===== src/rtl/block_scroller.sv =====
// Obstacle-column scroller: buffers incoming columns in a 2-entry FIFO, shifts them
// across the playfield once per tick, detects player collisions and keeps the score.
module block_scroller #(
    parameter int unsigned COLS     = 16,
    parameter int unsigned TICK_DIV = 25000000
) (
    input  logic                 clk,
    input  logic                 rst_n,
    input  logic                 start,
    input  logic                 blk_valid,
    input  logic [7:0]           blk_data,
    output logic                 blk_ready,
    input  logic [7:0]           player_mask,
    output logic [COLS*8-1:0]    field,
    output logic                 running,
    output logic                 hit,
    output logic [15:0]          score
);

    localparam int unsigned CNT_W = (TICK_DIV > 2) ? $clog2(TICK_DIV) : 1;
    localparam logic [CNT_W-1:0] TICK_LAST = CNT_W'(TICK_DIV - 1);

    typedef enum logic [1:0] {
        ST_IDLE = 2'd0,
        ST_RUN  = 2'd1,
        ST_OVER = 2'd2
    } state_e;

    state_e                 state_q, state_d;
    logic [COLS-1:0][7:0]   field_q, field_d;
    logic [1:0][7:0]        buf_q, buf_d;
    logic [1:0]             count_q, count_d;
    logic [CNT_W-1:0]       tick_q, tick_d;
    logic [15:0]            score_q, score_d;

    logic                   collide;
    logic                   step;
    logic                   push;
    logic                   pop;
    logic [1:0]             count_mid;
    logic [7:0]             head;

    // Ready depends only on registered state so the producer never sees a combinational loop.
    assign blk_ready = (state_q == ST_RUN) && (count_q < 2'd2);
    assign running   = (state_q == ST_RUN);
    assign hit       = collide;
    assign field     = field_q;
    assign score     = score_q;

    always_comb begin
        state_d   = state_q;
        field_d   = field_q;
        buf_d     = buf_q;
        count_d   = count_q;
        tick_d    = tick_q;
        score_d   = score_q;
        collide   = 1'b0;
        step      = 1'b0;
        push      = 1'b0;
        pop       = 1'b0;
        count_mid = count_q;
        head      = 8'h00;

        case (state_q)
            ST_IDLE, ST_OVER: begin
                if (start) begin
                    state_d = ST_RUN;
                    field_d = '0;
                    buf_d   = '0;
                    count_d = 2'd0;
                    tick_d  = '0;
                    score_d = 16'h0000;
                end
            end
            ST_RUN: begin
                collide = |(field_q[0] & player_mask);
                if (collide) begin
                    // Freeze field and score for display; any coinciding step is dropped.
                    state_d = ST_OVER;
                end else begin
                    step   = (tick_q == TICK_LAST);
                    tick_d = step ? '0 : tick_q + CNT_W'(1);
                    push   = blk_valid && blk_ready;
                    if (step) begin
                        pop     = (count_q != 2'd0);
                        head    = pop ? buf_q[0] : 8'h00;
                        field_d = {head, field_q[COLS-1:1]};
                        if ((field_q[0] != 8'h00) && (score_q != 16'hFFFF)) begin
                            score_d = score_q + 16'd1;
                        end
                    end
                    if (pop) begin
                        buf_d[0] = buf_q[1];
                    end
                    count_mid = count_q - 2'(pop);
                    if (push) begin
                        if (count_mid == 2'd0) begin
                            buf_d[0] = blk_data;
                        end else begin
                            buf_d[1] = blk_data;
                        end
                    end
                    count_d = count_mid + 2'(push);
                end
            end
            default: begin
                state_d = ST_IDLE;
            end
        endcase
    end

    always_ff @(posedge clk or negedge rst_n) begin
        if (!rst_n) begin
            state_q <= ST_IDLE;
            field_q <= '0;
            buf_q   <= '0;
            count_q <= 2'd0;
            tick_q  <= '0;
            score_q <= 16'h0000;
        end else begin
            state_q <= state_d;
            field_q <= field_d;
            buf_q   <= buf_d;
            count_q <= count_d;
            tick_q  <= tick_d;
            score_q <= score_d;
        end
    end

endmodule

===== config.mk =====
export PLATFORM = sky130hd
export DESIGN_NAME = block_scroller
export DESIGN_NICKNAME = d
export VERILOG_FILES = /design/src/rtl/block_scroller.sv
export SDC_FILE = /design/constraint.sdc
export NUM_CORES = 1
export LEC_CHECK = 0
export ABC_CLOCK_PERIOD_IN_PS = 6300
export CAP_MARGIN = 20
export CORE_ASPECT_RATIO = 0.6
export CORE_MARGIN = 4
export CORE_UTILIZATION = 40
export DETAILED_ROUTE_END_ITERATION = 7
export GPL_ROUTABILITY_DRIVEN = 0
export HOLD_SLACK_MARGIN = 0.02
export SETUP_SLACK_MARGIN = 0.15
export SYNTH_ARGS = -nofsm -noshare
export SYNTH_HDL_FRONTEND = slang
export SYNTH_SLANG_ARGS = --single-unit

===== constraint.sdc =====
create_clock -name clk -period 6.3 [get_ports clk]
set_clock_uncertainty 0.2 [all_clocks]
set_input_delay 0.945 -clock clk [delete_from_list [all_inputs] [get_ports clk]]
set_output_delay 0.945 -clock clk [all_outputs]
set_load 0.02 [all_outputs]

==> results.cfg, run 1 <==
[run_status]
outcome = completed

[timing]
max_freq_mhz = 237.5
fin_setup_tns_ns = 0
period_needed_ns = 4.210
finalCritPeriodShare = 0.6682
relSlewSlack = 0.2890
hold_viol = 0
rsz0062_at_grt = false
setup_viol = 0
worstMarginPinSlew_ns = 1.063
drv_slew = 0

[logic_synthesis]
syn_area_per_cell_sq_um = 10.35
synth_edf_count = 0
synth.top_cell.area_share = 0.5513
synth_async_sr_flop_share = 1.000
synth_area_sq_mm = 0.008578
synth_nets = 853
yosysMostFrequentCell = dfrtp_1
synthTopCellsByCount = dfrtp_1 (189), nand2_1 (105), o21ai_0 (97)
ys_warn_count = 0
synth.distinct_cells = 57
synthCells = 829
synth.largest_area_cell = dfrtp_1
ys_seq_elements = 189
yosysSeqAreaShare = 0.5513
yosys_most_used_dff = dfrtp_1
synthTopCellsByArea = dfrtp_1 (55%), a22o_1 (6.7%), o21ai_0 (5.7%), nand2_1 (4.6%), mux2i_1 (3.3%)

[placement]
portBuffers = 166
dp_hpwl_microns = 16540

[clock_network]
numCtsBuffers = 17
cts_hold_buf = 0
clock-sinks = 189
post_cts_buffers = 0
clockBufferDepth = 2
clk_pin_slew_worst_paths_ns = 0.07
cts_resized = 0
root_buffer = clkbuf_16
clk_latency_ns = 0.44
cts.htree.levels = 4
cts_tree = yes

[worst_setup_path]
crit_fanout = 35
crit_family = buffers and inverters
max_stage_delay_ns = 0.69
path_class = register to output pin
cp-end-kind = output pin
r2r_slack_ns = 2.55
critPathArrivalTime_ns = 3.06
cp_cell_sequence = nand2b_1 -> inv_2 -> buf_4 -> clkdlybuf4s50_1
worst_setup_path_start_kind = register
crit_slowest_cell = inv_2
worstRegToRegCells = 8
worst-endpoint-required_ns = 5.15
path_buf_inv = 3
reg2reg_from = tick_q[0]$_DFFE_PN0P_
timing.rr.end = field[87]$_DFFE_PN0P_

[floorplanning]
die_y_microns = 121.4
coreArea_sq_mm = 0.02103
ios = 167
start_util = 0.4079
rows = 41
die_area_sq_mm = 0.02393
die_x_microns = 197.1

[worst_hold_path]
hold_path.startpoint = buf_q[12]$_DFFE_PN0P_
holdPathEnd = buf_q[12]$_DFFE_PN0P_
hold_path.class = register to register
holdPathStages = 2

[routing]
drc = 0
routed_via_density = 5.607
drtAntennaViolNets = 0
drt-wirelength-per-cell_microns = 19.12
dr_total_vias = 7026
drtPass1Iterations = 5
drt_iter0_drc = 604
drt-total-wl_microns = 23950

[finish]
fillCellCount = 1901
area_growth_pct = 27.99
drive_gt1_frac = 0.06982
nets = 985
n_antenna_cell = 0

[global_routing]
grt_pass1_wl_microns = 38380
grt_overflow = 0
grt_util_met3 = 0.05355
gr-usage-met1 = 0.3339
top_usage_layer = met1
grt_pass1_vias = 6547
grt_use_met2 = 0.2616
antenna_found_initial = 0
grt_max_degree = 110
grt_use_total = 0.2032

[power_and_ir_drop]
p_leak_nw = 4.527
power-per-cell-area_mw_per_mm2 = 374.7
power_w = 0.004114
vdd_drop_max_mv = 0.2552

[job]
cap_violations = 0
stage by stage:
step / hold slack [ns] / instance area, sq um / instances / worst slack [ns] / utilization
2_1_floorplan: 0.2496 / 8578 / 829 / 3.539 / -
3_3_place_gp: 0.2649 / 10350 / 1218 / 2.473 / 0.4920
3_5_place_dp: 0.2769 / 10370 / 1220 / 2.425 / 0.4931
4_1_cts: 0.2940 / 10970 / 1252 / 2.068 / 0.5215
5_1_grt: 0.3230 / 10980 / 1253 / 1.892 / 0.5220
6_report: 0.2938 / 10980 / 1253 / 2.090 / 0.5220
flip-flops by register name (all words and copies together) (netlist names):
register  flops
tick_q       25
score        16
count_q       2
buf_q        16
state_q       2
field       128
cell usage in the layout, fill, tap and decap left out, types with 18 or more instances in the layout:
cell               n
a21oi_1           20
mux2i_1           28
clkdlybuf4s50_1  165
inv_1             25
dfrtp_1          189
o21ai_1           27
nand3_1           31
o21ai_0           97
nand2_1          105
a22o_1            66
nor2_1            18
logic make-up after synthesis:
family	count (synthesis)	synth area share
compound gates	268	0.2029
xor+xnor	1	0.001021
fa+ha+maj	4	0.005835
buf+inv	92	0.05207
flops	189	0.5513
mux	30	0.03530
simple gates	245	0.1515
tightest hold or removal path: stages (launching register included):
cell and delay (ns):
dfrtp_1 0.35, nand2_1 0.05, o21ai_0 0.06
final cells by class:
type	instances	area (sq um)	share of cell area
well taps	279	349.1	0.03179
clock buffers	17	425.4	0.03875
flip-flops and latches	189	4730	0.4308
clock inverters	15	171.4	0.01561
multi-input cells	548	3436	0.3129
inverters	27	101.3	0.009231
repair buffers	178	1767	0.1609
layer usage:
| layer | vias to the layer above | part of all wire |
|---|---|---|
| li1 | 3301 | - |
| met3 | 13 | 0.067 |
| met1 | 3496 | 0.52 |
| met5 | - | 0 |
| met4 | 0 | 0.0087 |
| met2 | 216 | 0.40 |
worst max path at each step:
stage / start / end / slack [ns] / depth (start not counted)
2_1_floorplan: player_mask[4] / hit / 3.54 / 4
3_3_place_gp: player_mask[4] / field[43]$_DFFE_PN0P_ / 2.47 / 7
3_5_place_dp: player_mask[4] / field[19]$_DFFE_PN0P_ / 2.42 / 7
4_1_cts: state_q[1]$_DFFE_PN0P_ / running / 2.07 / 4
5_1_grt: state_q[1]$_DFFE_PN0P_ / running / 1.89 / 4
6_report: state_q[1]$_DFFE_PN0P_ / running / 2.09 / 4
power by group:
part / internal [W] / switching (W)
clock: 0.000568 / 0.000518
combinational: 0.000559 / 0.000724
sequential: 0.00149 / 0.000259
Note: power is estimated with default switching activity, not from simulation.
==> run 2, diff against run 1 <==
--- a/config.mk
+++ b/config.mk
@@ -5,7 +5,7 @@
 export SDC_FILE = /design/constraint.sdc
 export NUM_CORES = 1
 export LEC_CHECK = 0
-export ABC_CLOCK_PERIOD_IN_PS = 6300
+export ABC_CLOCK_PERIOD_IN_PS = 3900
 export CAP_MARGIN = 20
 export CORE_ASPECT_RATIO = 0.6
 export CORE_MARGIN = 4
==> constraint.sdc (replaced) <==
create_clock -name clk -period 3.9 [get_ports clk]
set_clock_uncertainty 0.2 [all_clocks]
set_input_delay 0.585 -clock clk [delete_from_list [all_inputs] [get_ports clk]]
set_output_delay 0.585 -clock clk [all_outputs]
set_load 0.02 [all_outputs]
==> run 2 against run 1 <==
Against the previous run:
- wire length is 3.5% higher
- clock-buffer cell count grew 4
- via count rose by 0.60%
- highest routed layer unchanged
==> results.cfg, run 2 (same netlist as run 1, synthesis figures left out) <==
[run_status]
outcome = completed

[worst_setup_path]
critPathArrivalTime_ns = 3.34
max_stage_delay_ns = 0.64
cp_cell_sequence = ha_1 -> nand4_1 -> buf_4 -> nor4_4 -> a21oi_4 -> or2_4 -> buf_4 -> o21ai_0
path_class = register to register
worst_setup_path_start_kind = register
cp-end-kind = register
worst-endpoint-required_ns = 4.00
crit_fanout = 46
critPathMostFrequentCell = buf_4
crit_family = compound AO/OA/AOI/OAI gates
path_buf_inv = 2
crit_slowest_cell = a21oi_4

[timing]
period_needed_ns = 3.249
hold_viol = 0
rsz0062_at_grt = false
relSlewSlack = 0.3239
fin_setup_tns_ns = 0
setup_viol = 0
drv_slew = 0
worstMarginPinSlew_ns = 1.011
max_freq_mhz = 307.8
finalCritPeriodShare = 0.8331

[power_and_ir_drop]
p_leak_nw = 4.586
power-per-cell-area_mw_per_mm2 = 609.2
vdd_drop_max_mv = 0.3780

[finish]
seq_area_sq_mm = 0.004730
fin_util = 0.5274
mostFrequentLayoutCells = dfrtp_1 (189), clkdlybuf4s50_1 (165), nand2_1 (105)
area_growth_pct = 29.30
drive_gt1_frac = 0.07536
final_cells = 1261
fillCellCount = 1871
nets = 993
n_antenna_cell = 0
multi_input_area_sq_mm = 0.003436
largest_reg_flops = 128
layout_commonest_cell = dfrtp_1

[routing]
drt-total-wl_microns = 24780
drtAntennaViolNets = 0
drc = 0
dr_total_vias = 7068
drt_iter0_drc = 621
routed_via_density = 5.605
drt-wirelength-per-cell_microns = 19.65
drtPass1Iterations = 7

[clock_network]
clockBufferDepth = 2
clk_latency_ns = 0.43
clock-sinks = 189
numCtsBuffers = 17
cts_hold_buf = 0
root_buffer = clkbuf_16
post_cts_buffers = 0
clk_pin_slew_worst_paths_ns = 0.07
cts_tree = yes
cts_resized = 0
cts.htree.levels = 4

[floorplanning]
rows = 41
coreArea_sq_mm = 0.02103
die_area_sq_mm = 0.02393
start_util = 0.4079
die_y_microns = 121.4
ios = 167
die_x_microns = 197.1

[global_routing]
grt_max_degree = 105
grt_overflow = 0
antenna_found_initial = 0
grt_pass1_wl_microns = 39320
grt_use_total = 0.2090
grt_pass1_vias = 6547

[worst_hold_path]
hold_path.class = input pin to asynchronous set/reset pin

[placement]
portBuffers = 166
placed_cells = 1228
dp_hpwl_microns = 17220

[job]
cap_violations = 0
[run 2: cell types whose count changed in the layout (fill, tap and decap cells not counted), moves of 2 or more]
cell,previous run,this run
clkbuf_1,0,2
clkinv_8,2,0
buf_12,0,3
buf_4,10,16
inv_8,3,1
clkbuf_8,1,3
bufinv_16,1,3
inv_6,5,2
[run 2: per-layer routing]
metal	vias to the layer above	wire (microns)	part of all wire	global-route usage
met2	234	9762	0.39	0.2566
met5	-	0	0	0
met3	15	1635	0.066	0.04689
met1	3514	13180	0.53	0.3601
li1	3305	-	-	-
met4	0	209	0.0084	0.04156
[run 2: layout make-up]
cell class                 count  area share
multi-input combinational    548      0.3098
timing repair buffer         186      0.1677
tap                          279     0.03147
sequential                   189      0.4264
inverter                      27    0.009137
clock inverter                11     0.01399
clock buffer                  21     0.04151
[run 2: worst paths after layout]
check	slack (ns)	depth (start not counted)	start	endpoint
max reg2reg	0.65	8	tick_q[0]$_DFFE_PN0P_	field[94]$_DFFE_PN0P_
min in group clk	0.28	2	buf_q[15]$_DFFE_PN0P_	buf_q[15]$_DFFE_PN0P_
min reg2reg	0.28	2	buf_q[15]$_DFFE_PN0P_	buf_q[15]$_DFFE_PN0P_
min	0.04	1	rst_n	field[33]$_DFFE_PN0P_
max	0.65	8	tick_q[0]$_DFFE_PN0P_	field[94]$_DFFE_PN0P_
max in group asynchronous	2.55	2	rst_n	field[6]$_DFFE_PN0P_
[run 2: metrics by stage]
stage	worst slack, ns	hold WS, ns	total power (W)	instance area, sq um
6_report	0.6509	0.03632	0.006757	11090
3_5_place_dp	0.6613	0.2727	0.004965	10460
2_1_floorplan	1.368	0.08941	0.003838	8578
5_1_grt	0.4161	0.1144	0.007132	11090
4_1_cts	0.6546	0.08586	0.006809	11080
3_3_place_gp	0.6982	0.2698	0.004925	10460
[run 2: where the power goes]
| group | total, W | internal (W) | switching, W |
|---|---|---|---|
| logic | 0.00209 | 0.000916 | 0.00117 |
| registers | 0.00283 | 0.00240 | 0.000428 |
| clock network | 0.00184 | 0.00105 | 0.000781 |
| total | 0.00676 | 0.00437 | 0.00238 |
[run 2: worst reg2reg max path, cell delays in order, from the launching register on]
cell	delay (ns)
dfrtp_1	0.41
ha_1	0.27
nand4_1	0.11
buf_4	0.21
nor4_4	0.10
a21oi_4	0.64
or2_4	0.53
buf_4	0.48
o21ai_0	0.19
==> run 3, diff against run 2 <==
--- a/config.mk
+++ b/config.mk
@@ -5,7 +5,7 @@
 export SDC_FILE = /design/constraint.sdc
 export NUM_CORES = 1
 export LEC_CHECK = 0
-export ABC_CLOCK_PERIOD_IN_PS = 3900
+export ABC_CLOCK_PERIOD_IN_PS = 2900
 export CAP_MARGIN = 20
 export CORE_ASPECT_RATIO = 0.6
 export CORE_MARGIN = 4
@@ -13,6 +13,7 @@
 export DETAILED_ROUTE_END_ITERATION = 7
 export GPL_ROUTABILITY_DRIVEN = 0
 export HOLD_SLACK_MARGIN = 0.02
+export PLACE_DENSITY = 0.67
 export SETUP_SLACK_MARGIN = 0.15
 export SYNTH_ARGS = -nofsm -noshare
 export SYNTH_HDL_FRONTEND = slang
==> constraint.sdc (replaced) <==
create_clock -name clk -period 2.9 [get_ports clk]
set_clock_uncertainty 0.2 [all_clocks]
set_input_delay 0.435 -clock clk [delete_from_list [all_inputs] [get_ports clk]]
set_output_delay 0.435 -clock clk [all_outputs]
set_load 0.02 [all_outputs]
==> run 3 against run 2 <==
Against the previous run:
- design area rose by 1.6%
- non-clock buffer count is 19 higher
- highest routed layer unchanged
- global-route usage about the same
- cell count rose by 1.5%
- clock power increased by 27%
- power is 33% higher
- largest cell class unchanged
- hold slack better by 0.25 ns
==> results.cfg, run 3 (same netlist as run 1, synthesis figures left out) <==
[timing]
rsz0062_at_grt = true
setup_viol = 0
hold_viol = 0
fin_setup_tns_ns = 0
drv_slew = 0
max_freq_mhz = 373.8
period_needed_ns = 2.675
finalCritPeriodShare = 0.9224
relSlewSlack = 0.3197
worstMarginPinSlew_ns = 1.017

[clock_network]
cts_tree = yes
cts.htree.levels = 4
clockBufferDepth = 2
numCtsBuffers = 17
clk_latency_ns = 0.43
clk_pin_slew_worst_paths_ns = 0.07
root_buffer = clkbuf_16
clock-sinks = 189

[routing]
routed_via_density = 5.689
dr_total_vias = 7282
drt-wirelength-per-cell_microns = 19.23
drtAntennaViolNets = 0
drc = 0
drtPass1Iterations = 5
drt_iter0_drc = 736
drt-total-wl_microns = 24620

[worst_setup_path]
path_buf_inv = 2
worst-endpoint-required_ns = 2.27
cp-end-kind = output pin
crit_family = buffers and inverters
worst_setup_path_start_kind = register
cp_cell_sequence = nand2b_1 -> buf_4 -> nor2_1 -> clkdlybuf4s50_1
max_stage_delay_ns = 0.63
crit_fanout = 15
critPathArrivalTime_ns = 2.04
crit_slowest_cell = clkdlybuf4s50_1
path_class = register to output pin

[global_routing]
grt_overflow = 0
grt_use_total = 0.2091
antenna_found_initial = 0
grt_pass1_wl_microns = 39670
grt_max_degree = 80
grt_pass1_vias = 7004

[finish]
final_cells = 1280
n_antenna_cell = 0
area_growth_pct = 31.35
layout_commonest_cell = dfrtp_1
mostFrequentLayoutCells = dfrtp_1 (189), clkdlybuf4s50_1 (164), nand2_1 (105)
fillCellCount = 1882
final_cell_area_sq_mm = 0.01127
drive_gt1_frac = 0.09790
largest_reg_flops = 128
nets = 1012

[worst_hold_path]
hold_path.class = register to register

[floorplanning]
die_x_microns = 197.1
ios = 167
start_util = 0.4079
die_y_microns = 121.4
coreArea_sq_mm = 0.02103
rows = 41
die_area_sq_mm = 0.02393

[power_and_ir_drop]
power_w = 0.009019
vdd_drop_max_mv = 0.5542
p_leak_nw = 4.678
power-per-cell-area_mw_per_mm2 = 800.4

[placement]
portBuffers = 166
placed_cell_area_sq_mm = 0.01062
dp_hpwl_microns = 17410
placed_cells = 1244

[job]
cap_violations = 0

[run_status]
outcome = completed
## run 3: stage by stage
step / worst slack (ns) / hold slack, ns / util
6_report: 0.2251 / 0.2878 / 0.5357
5_1_grt: 0.08322 / 0.3115 / 0.5357
4_1_cts: 0.1566 / 0.2910 / 0.5333
3_5_place_dp: 0.1404 / 0.2765 / 0.5049
3_3_place_gp: 0.1537 / 0.2675 / 0.5049
2_1_floorplan: 0.3681 / -0.06059 / -
## run 3: routing by layer
layer	global-route usage	routed length, microns	vias up
li1	-	-	3346
met1	0.3277	12280	3703
met2	0.2903	10580	210
met3	0.04800	1420	23
met4	0.05108	336	0
met5	0	0	-
## run 3: final timing paths
path / startpoint / to / slack, ns / cells after the start
worst max register to register: tick_q[1]$_DFFE_PN0P_ / score[14]$_DFFE_PN0P_ / 0.25 / 8
max in group asynchronous: rst_n / field[103]$_DFFE_PN0P_ / 1.40 / 3
min in group asynchronous: rst_n / field[44]$_DFFE_PN0P_ / 0.40 / 2
worst min register to register: buf_q[8]$_DFFE_PN0P_ / buf_q[8]$_DFFE_PN0P_ / 0.29 / 2
worst min-delay path: buf_q[8]$_DFFE_PN0P_ / buf_q[8]$_DFFE_PN0P_ / 0.29 / 2
worst max-delay path: state_q[1]$_DFFE_PN0P_ / hit / 0.23 / 4
## run 3: power by group
group          internal (W)  switching, W
registers           0.00323      0.000557
clock network       0.00124       0.00110
logic               0.00127       0.00162
total               0.00574       0.00328
## run 3: area by class of cell
type,instances,area (sq um),area share
timing repair buffer,205,2042,0.1812
inverter,27,101.3,0.008995
sequential,189,4730,0.4198
tap,279,349.1,0.03098
clock inverter,14,146.4,0.01299
clock buffer,18,439.2,0.03898
multi-input combinational,548,3460,0.3071
## run 3: worst register-to-register path, delay by kind of cell, from the launching register on
kind / cells / cell delay, ns
AND/OR/NAND/NOR: 3 / 1.00
buffers and inverters: 2 / 0.42
flip-flops: 1 / 0.41
AO/OA/AOI/OAI: 2 / 0.37
adder cells (fa/ha/maj): 1 / 0.17
## run 3: timing repair
item / in CTS / in global routing
pin swaps: 2 / 5
buffers inserted: 0 / 3
hold endpoints to repair: 74 / 0
hold buffers: 1 / 0
gates resized for setup: 1 / 7
endpoints found under the setup margin: 11 / 57
